## config.mk

```make
export PLATFORM = sky130hd
export DESIGN_NAME = seed_random_4_control_path
export DESIGN_NICKNAME = d
export VERILOG_FILES = /design/src/rtl/seed_random_4_control_path.sv
export SDC_FILE = /design/constraint.sdc
export NUM_CORES = 1
export LEC_CHECK = 0
export BUFFER_PORTS_ARGS = -buffer_cell sky130_fd_sc_hd__buf_2
export CELL_PAD_IN_SITES_DETAIL_PLACEMENT = 0
export CELL_PAD_IN_SITES_GLOBAL_PLACEMENT = 1
export CORE_ASPECT_RATIO = 1.2
export CORE_MARGIN = 1.5
export CORE_UTILIZATION = 30
export CTS_CLUSTER_SIZE = 12
export DETAILED_ROUTE_END_ITERATION = 7
export HOLD_SLACK_MARGIN = 0.1
export PLACE_DENSITY = 0.57
export SETUP_SLACK_MARGIN = 0.05
export SKIP_CTS_REPAIR_TIMING = 1
export SYNTH_ARGS = -nofsm -noshare
export SYNTH_HDL_FRONTEND = slang
export SYNTH_SLANG_ARGS = --single-unit
```

## constraint.sdc

```tcl
create_clock -name clk_cp_i -period 2.6 [get_ports clk_cp_i]
set_input_delay 0.13 -clock clk_cp_i [delete_from_list [all_inputs] [get_ports clk_cp_i]]
set_output_delay 0.13 -clock clk_cp_i [all_outputs]
set_load 0.005 [all_outputs]
```

## src/rtl/seed_random_4_control_path.sv

```systemverilog
// seed_random_4 control path: turns a level card request into one bounded
// SEND window on state_o per request assertion.
//
// Request protocol: req_card_state_cp is a level sampled on each rising edge
// of clk_cp_i. A sampled high level in IDLE opens one SEND window of
// SEND_CYCLES cycles. The window length is fixed once opened. The request must
// then be sampled low before another window can open.
`timescale 1ns/1ps

module seed_random_4_control_path #(
    parameter int SEND_CYCLES = 1,
    parameter int CNT_W       = 8
) (
    input  logic clk_cp_i,
    input  logic rst_cp_i,
    input  logic req_card_state_cp,
    output logic state_o
);

    typedef enum logic [1:0] {
        ST_IDLE = 2'b00,
        ST_SEND = 2'b01,
        ST_HOLD = 2'b10
    } state_e;

    localparam logic [CNT_W-1:0] CNT_LOAD = CNT_W'(SEND_CYCLES - 1);

    state_e             state_q;
    state_e             state_d;
    logic [CNT_W-1:0]   cnt_q;
    logic [CNT_W-1:0]   cnt_d;
    logic               send_q;
    logic               send_d;

    // Next-state and counter logic; unused encodings fall back to IDLE.
    always_comb begin
        state_d = state_q;
        cnt_d   = cnt_q;
        case (state_q)
            ST_IDLE: begin
                if (req_card_state_cp) begin
                    state_d = ST_SEND;
                    cnt_d   = CNT_LOAD;
                end
            end
            ST_SEND: begin
                if (cnt_q != '0) begin
                    cnt_d = cnt_q - CNT_W'(1);
                end else if (req_card_state_cp) begin
                    state_d = ST_HOLD;
                end else begin
                    state_d = ST_IDLE;
                end
            end
            ST_HOLD: begin
                if (!req_card_state_cp) begin
                    state_d = ST_IDLE;
                end
            end
            default: begin
                state_d = ST_IDLE;
                cnt_d   = '0;
            end
        endcase
        send_d = (state_d == ST_SEND);
    end

    // State, counter and output flop; reset clears all of them asynchronously.
    always_ff @(posedge clk_cp_i or posedge rst_cp_i) begin
        if (rst_cp_i) begin
            state_q <= ST_IDLE;
            cnt_q   <= '0;
            send_q  <= 1'b0;
        end else begin
            state_q <= state_d;
            cnt_q   <= cnt_d;
            send_q  <= send_d;
        end
    end

    assign state_o = send_q;

endmodule

```

==> impl_metrics.tcl <==
set metrics [dict create \
    outcome "completed" \
    layout_common_cells "dfrtp_1, nor2_1, o21ai_0, inv_1, a21oi_1" \
    ys_ff_latch 11 \
    syn_to_final_growth_pct 11.09 \
    track_usage_pct 14.06 \
    final.fill_count 227 \
    drive_above_1_share_pct 23.61 \
    cts-htree-levels 1 \
    hpwl_um 918.6 \
    synth_top_family_by_area "compound AO/OA/AOI/OAI gates" \
    io-pin-count 4 \
    synth.area.mux_share_pct 1.751 \
    root_buffer "clkbuf_4" \
    routed_wl_um 1283 \
    final.setup.tns_ns 0 \
    grt_max_degree 12 \
    endpoint_kind "register" \
    worst_hold_path_type "in2async" \
    cts_buffers 3 \
    min_period_ns 1.884 \
    clockBufferDepth 2 \
    drc 0 \
    synth_compound_area_share_pct 23.54 \
    ys_warn_count 0 \
    final_nets 77 \
    drv_cap 0 \
    cts_tree "yes" \
    synth_fa_ha_area_share_pct 1.946 \
    die_w_um 45.27 \
    gp_congestion 0.7147 \
    dr.pass1.iters 4 \
    cp.arrival_ns 2.05 \
    grt_pass1_wl_um 2339 \
    multi_input_area_um2 325.3 \
    vias 511 \
    path_clk_slew_ns 0.07 \
    synth_xor_area_share_pct 0 \
    yosys.area.top_type "dfrtp_1" \
    hold_viol 0 \
    path_max_fanout 7 \
    clock-sinks 11 \
    numPortBuffers 3 \
    overflow 0 \
    grt_pass1_vias 498 \
    diodes 0 \
    grt_antenna_before_repair 0 \
    yosysSeqAreaShare_pct 42.80 \
    start_kind "register" \
    syn_nets 70 \
    ys_types 29 \
    wl_per_cell_um 12.58 \
    finalSetupViolCount 0 \
    synthTopCellsByArea "dfrtp_1, o21ai_0, buf_6" \
    initial_core_util_pct 31.38 \
    final_common_cell "dfrtp_1" \
    period_share_pct 72.45 \
    synth_cells 66 \
    tightest_slew_ns 0.4410 \
    grt_setup_unrepaired "no" \
    avgSynthCellArea_um2 9.744 \
    power_leakage_nw 0.2901 \
    yosys.area.top_type_share_pct 42.80 \
    fp-row-count 18 \
    die-area_um2 2432 \
    finClkSkew_ns 0.003961 \
    drtIter0Drc 4 \
    die_h_um 53.72 \
    synth_simple_gate_area_share_pct 23.35 \
    antenna_left 0 \
    coreArea_um2 2049 \
    dp_slack_ns 0.7366 \
    max_slew_margin_pct 70.57 \
    crit_required_ns 2.77 \
    slew_violations 0 \
    ir_drop_v 0.0004777 \
    power_density_nw_per_um2 1159 \
    clk_latency_ns 0.28 \
    register_area_um2 275.3 \
    setup_slack_ns 0.7163 \
    max_freq_mhz 530.9 \
    netlist_area_um2 643.1 \
    routed_via_density 5.010 \
    path_class "reg2reg" \
]
-- worst max-delay path, cell delays in order (launching register included) --
cell and delay (ns):
dfrtp_1 0.39, inv_1 0.09, ha_1 0.20, or4b_1 0.62, o21ai_2 0.17, o21ai_1 0.08, a22o_1 0.24
-- layer usage --
layer,wire [um],global-route usage [%],vias up
met2,609,20.48,4
met3,23,3.020,5
met4,47,10.29,0
met5,0,0,-
li1,-,-,253
met1,602,18.05,249
-- worst paths after layout --
kind / slack (ns) / from / cells past startpoint / to
worst max-delay path: 0.72 / cnt_q[0]$_DFFE_PP0P_ / 6 / cnt_q[6]$_DFFE_PP0P_
worst min-delay path: 0.39 / rst_cp_i / 3 / cnt_q[7]$_DFFE_PP0P_
worst max register to register: 0.72 / cnt_q[0]$_DFFE_PP0P_ / 6 / cnt_q[6]$_DFFE_PP0P_
worst min register to register: 0.48 / cnt_q[0]$_DFFE_PP0P_ / 1 / cnt_q[0]$_DFFE_PP0P_
max in group asynchronous: 1.90 / rst_cp_i / 3 / cnt_q[6]$_DFFE_PP0P_
min in group clk_cp_i: 0.48 / cnt_q[0]$_DFFE_PP0P_ / 1 / cnt_q[0]$_DFFE_PP0P_
-- cells in the mapped netlist, drive strengths merged --
cell type	count
buf	3
o41ai	1
nor2b	3
mux2	1
o2111ai	2
a211oi	2
nor2	6
o21a	1
a21oi	5
or3	4
nor4	1
dfrtp	11
ha	1
nand2b	1
nor3	3
o31ai	1
a22o	1
or4b	2
o21ai	10
nand2	3
inv	4
-- logic make-up after synthesis --
logic type                 count (synthesis)
and+or+nand+nor                           23
AOI/OAI and AO/OA                         23
muxes                                      1
buffers and inverters                      7
DFF                                       11
adders and majority gates                  1
-- report_power, final --
group	switching, mW	total [mW]	internal (mW)
logic	0.220	0.386	0.166
clock network	0.0619	0.121	0.0596
registers	0.0794	0.321	0.241
total	0.361	0.828	0.467
-- cell type report --
| class | instances | area share (%) |
|---|---|---|
| sequential | 11 | 38.53 |
| timing repair buffer | 5 | 4.904 |
| tap | 30 | 5.254 |
| clock buffer | 4 | 3.678 |
| multi-input combinational | 48 | 45.53 |
| inverter | 4 | 2.102 |
-- registers in the layout (all words and copies together) (netlist names) --
signal,count
state_q,2
state_o,1
cnt_q,8
-- through the flow --
step | hold slack, ns | power [mW] | cells | utilization, % | instance area [um^2]
CTS | -0.1447 | 0.8342 | 100 | 33.88 | 694.4
finish | 0.3914 | 0.8282 | 102 | 34.86 | 714.4
global route | 0.4317 | 0.9206 | 102 | 34.86 | 714.4
floorplan | -0.01756 | 0.6673 | 66 | - | 643.1
global placement | 0.1565 | 0.7086 | 96 | 32.60 | 668.1
detailed placement | 0.1571 | 0.7087 | 96 | 32.60 | 668.1
(Power assumes the default switching activity.)
